[src/rtl/led_strip_driver.sv]
// ---------------------------------------------------------------------------
// led_strip_driver
//   WS2812-style single-wire serialiser. It walks led_number across the
//   strip, samples the combinational GRB bytes returned by the screen
//   pipeline and sends each 24-bit pixel MSB first (G[7] first). Every frame
//   ends with a low latch gap, followed by a one-cycle frame_done pulse.
//
//   Optional feature macro: LED_STRIP_CONTINUOUS_EN
//     When defined, the driver restarts at LED 0 straight after each latch
//     gap, keeping busy high and ignoring start (continuous refresh).
//     When undefined, the driver returns to IDLE and waits for start.
//
// Ports
//   clk                : system clock, rising edge
//   rst_n              : asynchronous active-low reset
//   start              : frame request, sampled only in IDLE
//   led_number         : index of the pixel requested upstream (registered)
//   i_green_intensity  : G byte for led_number (combinational return)
//   i_red_intensity    : R byte for led_number
//   i_blue_intensity   : B byte for led_number
//   data_out           : serial strip line (registered)
//   busy               : frame in progress
//   frame_done         : one-cycle pulse once the latch gap has elapsed
// ---------------------------------------------------------------------------
module led_strip_driver #(
    parameter int MAX_POS      = 109,
    parameter int T_BIT        = 62,
    parameter int T0H          = 20,
    parameter int T1H          = 40,
    parameter int RESET_CYCLES = 3000,
    localparam int LED_W       = (MAX_POS > 1) ? $clog2(MAX_POS) : 1
) (
    input  logic             clk,
    input  logic             rst_n,
    input  logic             start,
    output logic [LED_W-1:0] led_number,
    input  logic [7:0]       i_green_intensity,
    input  logic [7:0]       i_red_intensity,
    input  logic [7:0]       i_blue_intensity,
    output logic             data_out,
    output logic             busy,
    output logic             frame_done
);

    localparam int CYC_W = (T_BIT > 1) ? $clog2(T_BIT) : 1;
    localparam int LAT_W = (RESET_CYCLES > 1) ? $clog2(RESET_CYCLES) : 1;

    localparam logic [CYC_W-1:0] CYC_LAST = CYC_W'(T_BIT - 1);
    localparam logic [CYC_W-1:0] T0H_C    = CYC_W'(T0H);
    localparam logic [CYC_W-1:0] T1H_C    = CYC_W'(T1H);
    localparam logic [LAT_W-1:0] LAT_LAST = LAT_W'(RESET_CYCLES - 1);
    localparam logic [LED_W-1:0] LED_LAST = LED_W'(MAX_POS - 1);

    typedef enum logic [1:0] {
        IDLE  = 2'd0,
        LOAD  = 2'd1,
        SEND  = 2'd2,
        LATCH = 2'd3
    } state_t;

    state_t            state, state_n;
    logic [LED_W-1:0]  led_n;
    logic [23:0]       shreg, shreg_n;
    logic [4:0]        bit_cnt, bit_n;
    logic [CYC_W-1:0]  cyc_cnt, cyc_n;
    logic [LAT_W-1:0]  lat_cnt, lat_n;
    logic              busy_n, done_n, data_n;

    always_ff @(posedge clk or negedge rst_n) begin
        if (!rst_n) begin
            state      <= IDLE;
            led_number <= '0;
            shreg      <= '0;
            bit_cnt    <= '0;
            cyc_cnt    <= '0;
            lat_cnt    <= '0;
            busy       <= 1'b0;
            frame_done <= 1'b0;
            data_out   <= 1'b0;
        end else begin
            state      <= state_n;
            led_number <= led_n;
            shreg      <= shreg_n;
            bit_cnt    <= bit_n;
            cyc_cnt    <= cyc_n;
            lat_cnt    <= lat_n;
            busy       <= busy_n;
            frame_done <= done_n;
            data_out   <= data_n;
        end
    end

    always_comb begin
        state_n = state;
        led_n   = led_number;
        shreg_n = shreg;
        bit_n   = bit_cnt;
        cyc_n   = cyc_cnt;
        lat_n   = lat_cnt;
        busy_n  = busy;
        done_n  = 1'b0;

        unique case (state)
            IDLE: begin
                led_n = '0;
                if (start) begin
                    state_n = LOAD;
                    busy_n  = 1'b1;
                end
            end
            LOAD: begin
                shreg_n = {i_green_intensity, i_red_intensity, i_blue_intensity};
                bit_n   = 5'd23;
                cyc_n   = '0;
                state_n = SEND;
            end
            SEND: begin
                if (cyc_cnt == CYC_LAST) begin
                    cyc_n   = '0;
                    shreg_n = {shreg[22:0], 1'b0};
                    if (bit_cnt == 5'd0) begin
                        if (led_number == LED_LAST) begin
                            lat_n   = '0;
                            state_n = LATCH;
                        end else begin
                            led_n   = led_number + LED_W'(1);
                            state_n = LOAD;
                        end
                    end else begin
                        bit_n = bit_cnt - 5'd1;
                    end
                end else begin
                    cyc_n = cyc_cnt + CYC_W'(1);
                end
            end
            LATCH: begin
                if (lat_cnt == LAT_LAST) begin
                    done_n  = 1'b1;
                    led_n   = '0;
`ifdef LED_STRIP_CONTINUOUS_EN
                    state_n = LOAD;
`else
                    state_n = IDLE;
                    busy_n  = 1'b0;
`endif
                end else begin
                    lat_n = lat_cnt + LAT_W'(1);
                end
            end
            default: state_n = IDLE;
        endcase

        // data_out is registered, so it is computed from the values the
        // counters take after this edge; the line then reflects the current
        // bit position with no extra cycle of lag.
        data_n = (state_n == SEND) &&
                 (cyc_n < (shreg_n[23] ? T1H_C : T0H_C));
    end

endmodule

[config.mk]
export PLATFORM = sky130hd
export DESIGN_NAME = led_strip_driver
export DESIGN_NICKNAME = d
export VERILOG_FILES = /design/src/rtl/led_strip_driver.sv
export SDC_FILE = /design/constraint.sdc
export NUM_CORES = 1
export LEC_CHECK = 0
export CORE_ASPECT_RATIO = 2
export CORE_MARGIN = 10
export CORE_UTILIZATION = 45
export DETAILED_ROUTE_END_ITERATION = 8
export DONT_BUFFER_PORTS = 1
export GPL_TIMING_DRIVEN = 0
export SYNTH_ARGS = -nofsm -noshare
export SYNTH_HDL_FRONTEND = slang
export SYNTH_SLANG_ARGS = --single-unit
[constraint.sdc]
create_clock -name clk -period 2.8 [get_ports clk]
set_input_delay 0.42 -clock clk [delete_from_list [all_inputs] [get_ports clk]]
set_output_delay 0.42 -clock clk [all_outputs]
set_load 0.02 [all_outputs]
# Word level (Yosys, flattened, before mapping)
# Index checks and enable logic that the tools add are counted.
# W data, S select, Z words.
# word_totals
ff_bits,59
in_bits,27
out_inout_bits,10
elab_cells,71
# op_classes
add_sub_neg,4
magnitude_cmp,1
eq_ne,15
n_mux,29
reduce_logical,12
# ops
op,count
$mux W12,4
$pmux W24 S2,1
$mux W7,4
$mux W24,1
$pmux W12 S2,1
$pmux W7 S3,1
$ne A2 B2 Y1 const B,8
$add A12 B1 Y12 const B,1
$eq A12 B12 Y1 const B,1
$mux W6,2
$pmux W6 S2,1
$mux W2,5
$mux W5,2
$pmux W5 S2,1
$reduce_and A5 Y1,2
$pmux W2 S4,1
$add A7 B1 Y7 const B,1
$eq A7 B7 Y1 const B,1
$add A6 B1 Y6 const B,1
$eq A2 B2 Y1 const B,3
$eq A6 B6 Y1 const B,1
$lt A6 B6 Y1,1
$reduce_and A3 Y1,2
$reduce_bool A2 Y1,3
other kinds (9),12

# Longest topological paths before layout
# depth
ltp_word,7
ltp_mapped,12
depth_no_buf,11

# Worst setup path after synthesis
# No wires, ideal clock.
# synth_path
kind,reg-to-reg
start,reg cyc_cnt[1]
end,reg data_out
setup_time_ns,0.068
arrival_time_ns,2.259
required_ns,2.732
path_slack_ns,0.473
stages_incl_launch_ff,12
path_buffers,1
synth_period_minus_slack_ns,2.327
cell_sequence,dfrtp_1 > inv_1 > ha_1 > nand3_2 > o21ai_2 > nand2_1 > clkbuf_1 > a22o_1 > ha_1 > a21o_1 > a21oi_1 > and4b_1
# synth_via
elab_chain_len,6
elab_cells_between_ends,12
# synth_rtl
item,line,text
"start, declared",65,"logic [CYC_W-1:0] cyc_cnt, cyc_n;"
"start signal, assigned",85,cyc_cnt <= cyc_n;
$eq A6 B6 Y1,118,if (cyc_cnt == CYC_LAST) begin
$mux W24,118,
$pmux W24 S2,103,unique case (state)
via shreg_n[23],63,"logic [23:0] shreg, shreg_n;"
$mux W6,157,(cyc_n < (shreg_n[23] ? T1H_C : T0H_C));
$lt A6 B6 Y1,157,
$logic_and A1 B1 Y1,156,data_n = (state_n == SEND) &&
via data_n,67,"logic busy_n, done_n, data_n;"
"end signal, assigned",89,data_out <= data_n;
"end, declared",40,"output logic data_out,"
# The timed path passes the listed nets, and every way through them passes these cells. The select of a mux whose other input is x is not followed.
# A chain may end at the register's enable or synchronous reset.

# Worst setup path in the final report
# Same ends and word-level chain as after synthesis.

==> flow_metrics.env <==
export IMPL_insertion_delay_ps=330
export IMPL_cts_buffers=9
export IMPL_crit_path_max_incr_delay_ps=390
export IMPL_hold_path_cell_count=2
export IMPL_path_class="flop to flop"
export IMPL_grt_pass1_wl_um=11900
export IMPL_postSynthAreaPerCell_um2=9.70
export IMPL_cp_buffers_inverters=2
export IMPL_worstSetupEndpointType="flop"
export IMPL_synth_edf_count=0
export IMPL_start_util_pct=46.4
export IMPL_num_nets_final=374
export IMPL_clk_pin_slew_ps=50
export IMPL_final_common_cell="dfrtp_1"
export IMPL_synth_fa_ha_area_share_pct=5.66
export IMPL_yosys_area_top_type_share_pct=47.7
export IMPL_die_height_um=137
export IMPL_antenna_found_initial=0
export IMPL_first_iter_violations=123
export IMPL_cts_num_sinks=59
export IMPL_tritoncts="done"
export IMPL_peakVddDrop_uv=367
export IMPL_worstPathCellList="inv_1 > ha_1 > nand3_2 > o21ai_4 > nand2_1 > clkbuf_1 > a22o_1 > ha_1 > a21o_1 > a21oi_1 > and4b_1"
export IMPL_yosys_register_bits=59
export IMPL_cp_depth=11
export IMPL_syn_num_nets=360
export IMPL_whs_ps=230
export IMPL_ys_warn_count=0
export IMPL_hp_class="input port to flop"
export IMPL_slowest_stage="dfrtp_1"
export IMPL_area_delta_synth_final_pct=14.5
export IMPL_p_leak_nw=1.54
export IMPL_synthSimpleGateAreaFrac_pct=18.3
export IMPL_routabilityCongestion=0.838
export IMPL_crit_start="cyc_cnt[1]$_DFFE_PN0P_"
export IMPL_yosysSeqAreaShare_pct=47.7
export IMPL_worstMarginPinSlew_ps=722
export IMPL_hold_path_startpoint="i_blue_intensity[0]"
export IMPL_grt_max_degree=60
export IMPL_fmax_ghz=0.386
export IMPL_setup_viol=0
export IMPL_synthTopCellsByArea="dfrtp_1 48%, o21ai_0 5.8%, ha_1 5.7%"
export IMPL_drtPass1Iterations=5
export IMPL_timing_rr_start="cyc_cnt[1]$_DFFE_PN0P_"
export IMPL_yosys_area_top_type="dfrtp_1"
export IMPL_layout_drive_gt1_share_pct=9.20
export IMPL_power_mw=1.91
export IMPL_synth_distinct_cells=48
export IMPL_gr_usage_all_layers_pct=14.0
export IMPL_start_kind="flop"
export IMPL_p_per_area_mw_per_mm2=538
export IMPL_dpl_cell_area_mm2=0.00321
export IMPL_worstPathArrival_ps=2850
export IMPL_io_buffers=0
export IMPL_placedCellCount=407
export IMPL_grt_pass1_vias=2484
export IMPL_routed_wl_um=6920
export IMPL_cp_top_family="compound AO/OA/AOI/OAI gates"
export IMPL_slew_viol_final=0
export IMPL_synthXorXnorAreaFrac_pct=3.40
export IMPL_slew_headroom_pct=51.4
export IMPL_dieArea_mm2=0.0108
export IMPL_synth_area_mux_share_pct=1.09
export IMPL_cts_max_path_buffers=2
export IMPL_ios=37
export IMPL_num_rows=42
export IMPL_min_period_over_period_pct=92.6
export IMPL_num_vias=2397
export IMPL_maxCapViolCount=0
export IMPL_die_w_um=78.6
export IMPL_n_antenna_cell=0
export IMPL_wire_per_inst_um=16.3
export IMPL_instances_no_fill=425
export IMPL_ant_nets=0
export IMPL_layout_common_cells="59 x dfrtp_1, 43 x nand2_1, 36 x o21ai_0, 22 x a22oi_1, 19 x nor2_1"
export IMPL_synth_cells=319
export IMPL_gr_total_overflow=0
export IMPL_cp_common_cell="ha_1"
export IMPL_synth_area_mm2=0.00310
export IMPL_critical_path_required_ps=3060
export IMPL_synth_compound_area_share_pct=20.5
export IMPL_reg2reg_depth=11
export IMPL_h_tree_depth=3
export IMPL_final_hold_violation_count=0
export IMPL_drc=0
export IMPL_skew_ps=4.40
export IMPL_synth_top_family_by_area="compound AO/OA/AOI/OAI gates"
export IMPL_hpwl_um=5040
export IMPL_layout_min_cycle_time_ps=2590
export IMPL_status="completed"
export IMPL_design_area_mm2=0.00354
export IMPL_synth_flop_cell="dfrtp_1"
export IMPL_post_drt_via_cell_ratio=5.64
export IMPL_core_mm2=0.00667
export IMPL_critPathMaxFanout=10
export IMPL_synthArstFlopShare_pct=100
export IMPL_cts_root_buf="clkbuf_16"
[registers in the layout (all words and copies together), names as in the netlist]
signal      cells
shreg          24
lat_cnt        12
led_number      7
cyc_cnt         6
bit_cnt         5
state           2
busy            1
data_out        1
frame_done      1
[synthesized netlist by cell type (2+ instances only)]
| master | number |
|---|---|
| mux2_2 | 3 |
| nor3_1 | 5 |
| o22ai_1 | 2 |
| o31ai_1 | 3 |
| or3b_1 | 2 |
| a21oi_1 | 10 |
| nor4_1 | 6 |
| clkbuf_1 | 12 |
| nand2_1 | 43 |
| dfrtp_1 | 59 |
| o21ai_1 | 2 |
| a21o_1 | 3 |
| nand4_1 | 3 |
| a22o_1 | 6 |
| nand3_1 | 11 |
| o21ai_0 | 36 |
| nor3_2 | 2 |
| inv_1 | 13 |
| a22oi_1 | 22 |
| and3_1 | 4 |
| nor2_1 | 19 |
| nand2b_1 | 4 |
| xor2_1 | 4 |
| ha_1 | 14 |
| xnor2_1 | 8 |
[cell families after synthesis]
group                      after synthesis
adders and majority gates               14
xor gates and xnor gates                12
and+or+nand+nor                        110
muxes                                    3
buffers and inverters                   27
DFF                                     59
AOI/OAI and AO/OA                       94
[per-stage QoR]
stage / utilization [%] / setup slack, ps / setup TNS, ps
finish: 53.1 / 208 / 0
global route: 53.1 / -8.69 / -8.69
CTS: 52.8 / 52.7 / 0
detailed placement: 48.0 / 51.8 / 0
global placement: 48.0 / 91.9 / 0
floorplan: - / 473 / 0
[final timing paths]
check | endpoint | slack [ps]
min in group asynchronous | led_number[3]$_DFFE_PN0P_ | 620
max | data_out$_DFF_PN0_ | 210
max in group asynchronous | shreg[4]$_DFFE_PN0P_ | 1930
min reg2reg | shreg[19]$_DFFE_PN0P_ | 480
min | shreg[0]$_DFFE_PN0P_ | 230
max reg2reg | data_out$_DFF_PN0_ | 210
[layout make-up]
cell class	instances	area (um^2)
Multi-Input combinational cell	233	1530
Clock buffer	13	270
Clock inverter	2	10.0
Buffer	14	53.8
Sequential cell	59	1480
Tap cell	88	110
Inverter	13	48.8
Timing Repair Buffer	3	45.0
Fill cell	652	3130
[power breakdown]
part | internal, mW | leakage, nW | switching, mW | total, mW
clock | 0.662 | 0.141 | 0.369 | 1.03
sequential | 0.854 | 0.685 | 0 | 0.854
combinational | 0.00630 | 0.717 | 0.0170 | 0.0233
[routing by layer]
layer | track usage (%) | part of all wire, % | vias to the layer above
li1 | - | - | 1178
met1 | 13.9 | 38 | 1160
met2 | 24.2 | 53 | 45
met3 | 5.42 | 5.6 | 14
met4 | 8.22 | 2.9 | 0
met5 | 0 | 0 | -
[timing repair]
action | 4_1_cts | 5_1_grt
buffers inserted | 0 | 1
setup endpoints to repair | 0 | 1
hold buffers | 2 | 0
resized for setup | 0 | 2
endpoints found under the hold margin | 59 | 0
Power figures use the tool's default switching activity.
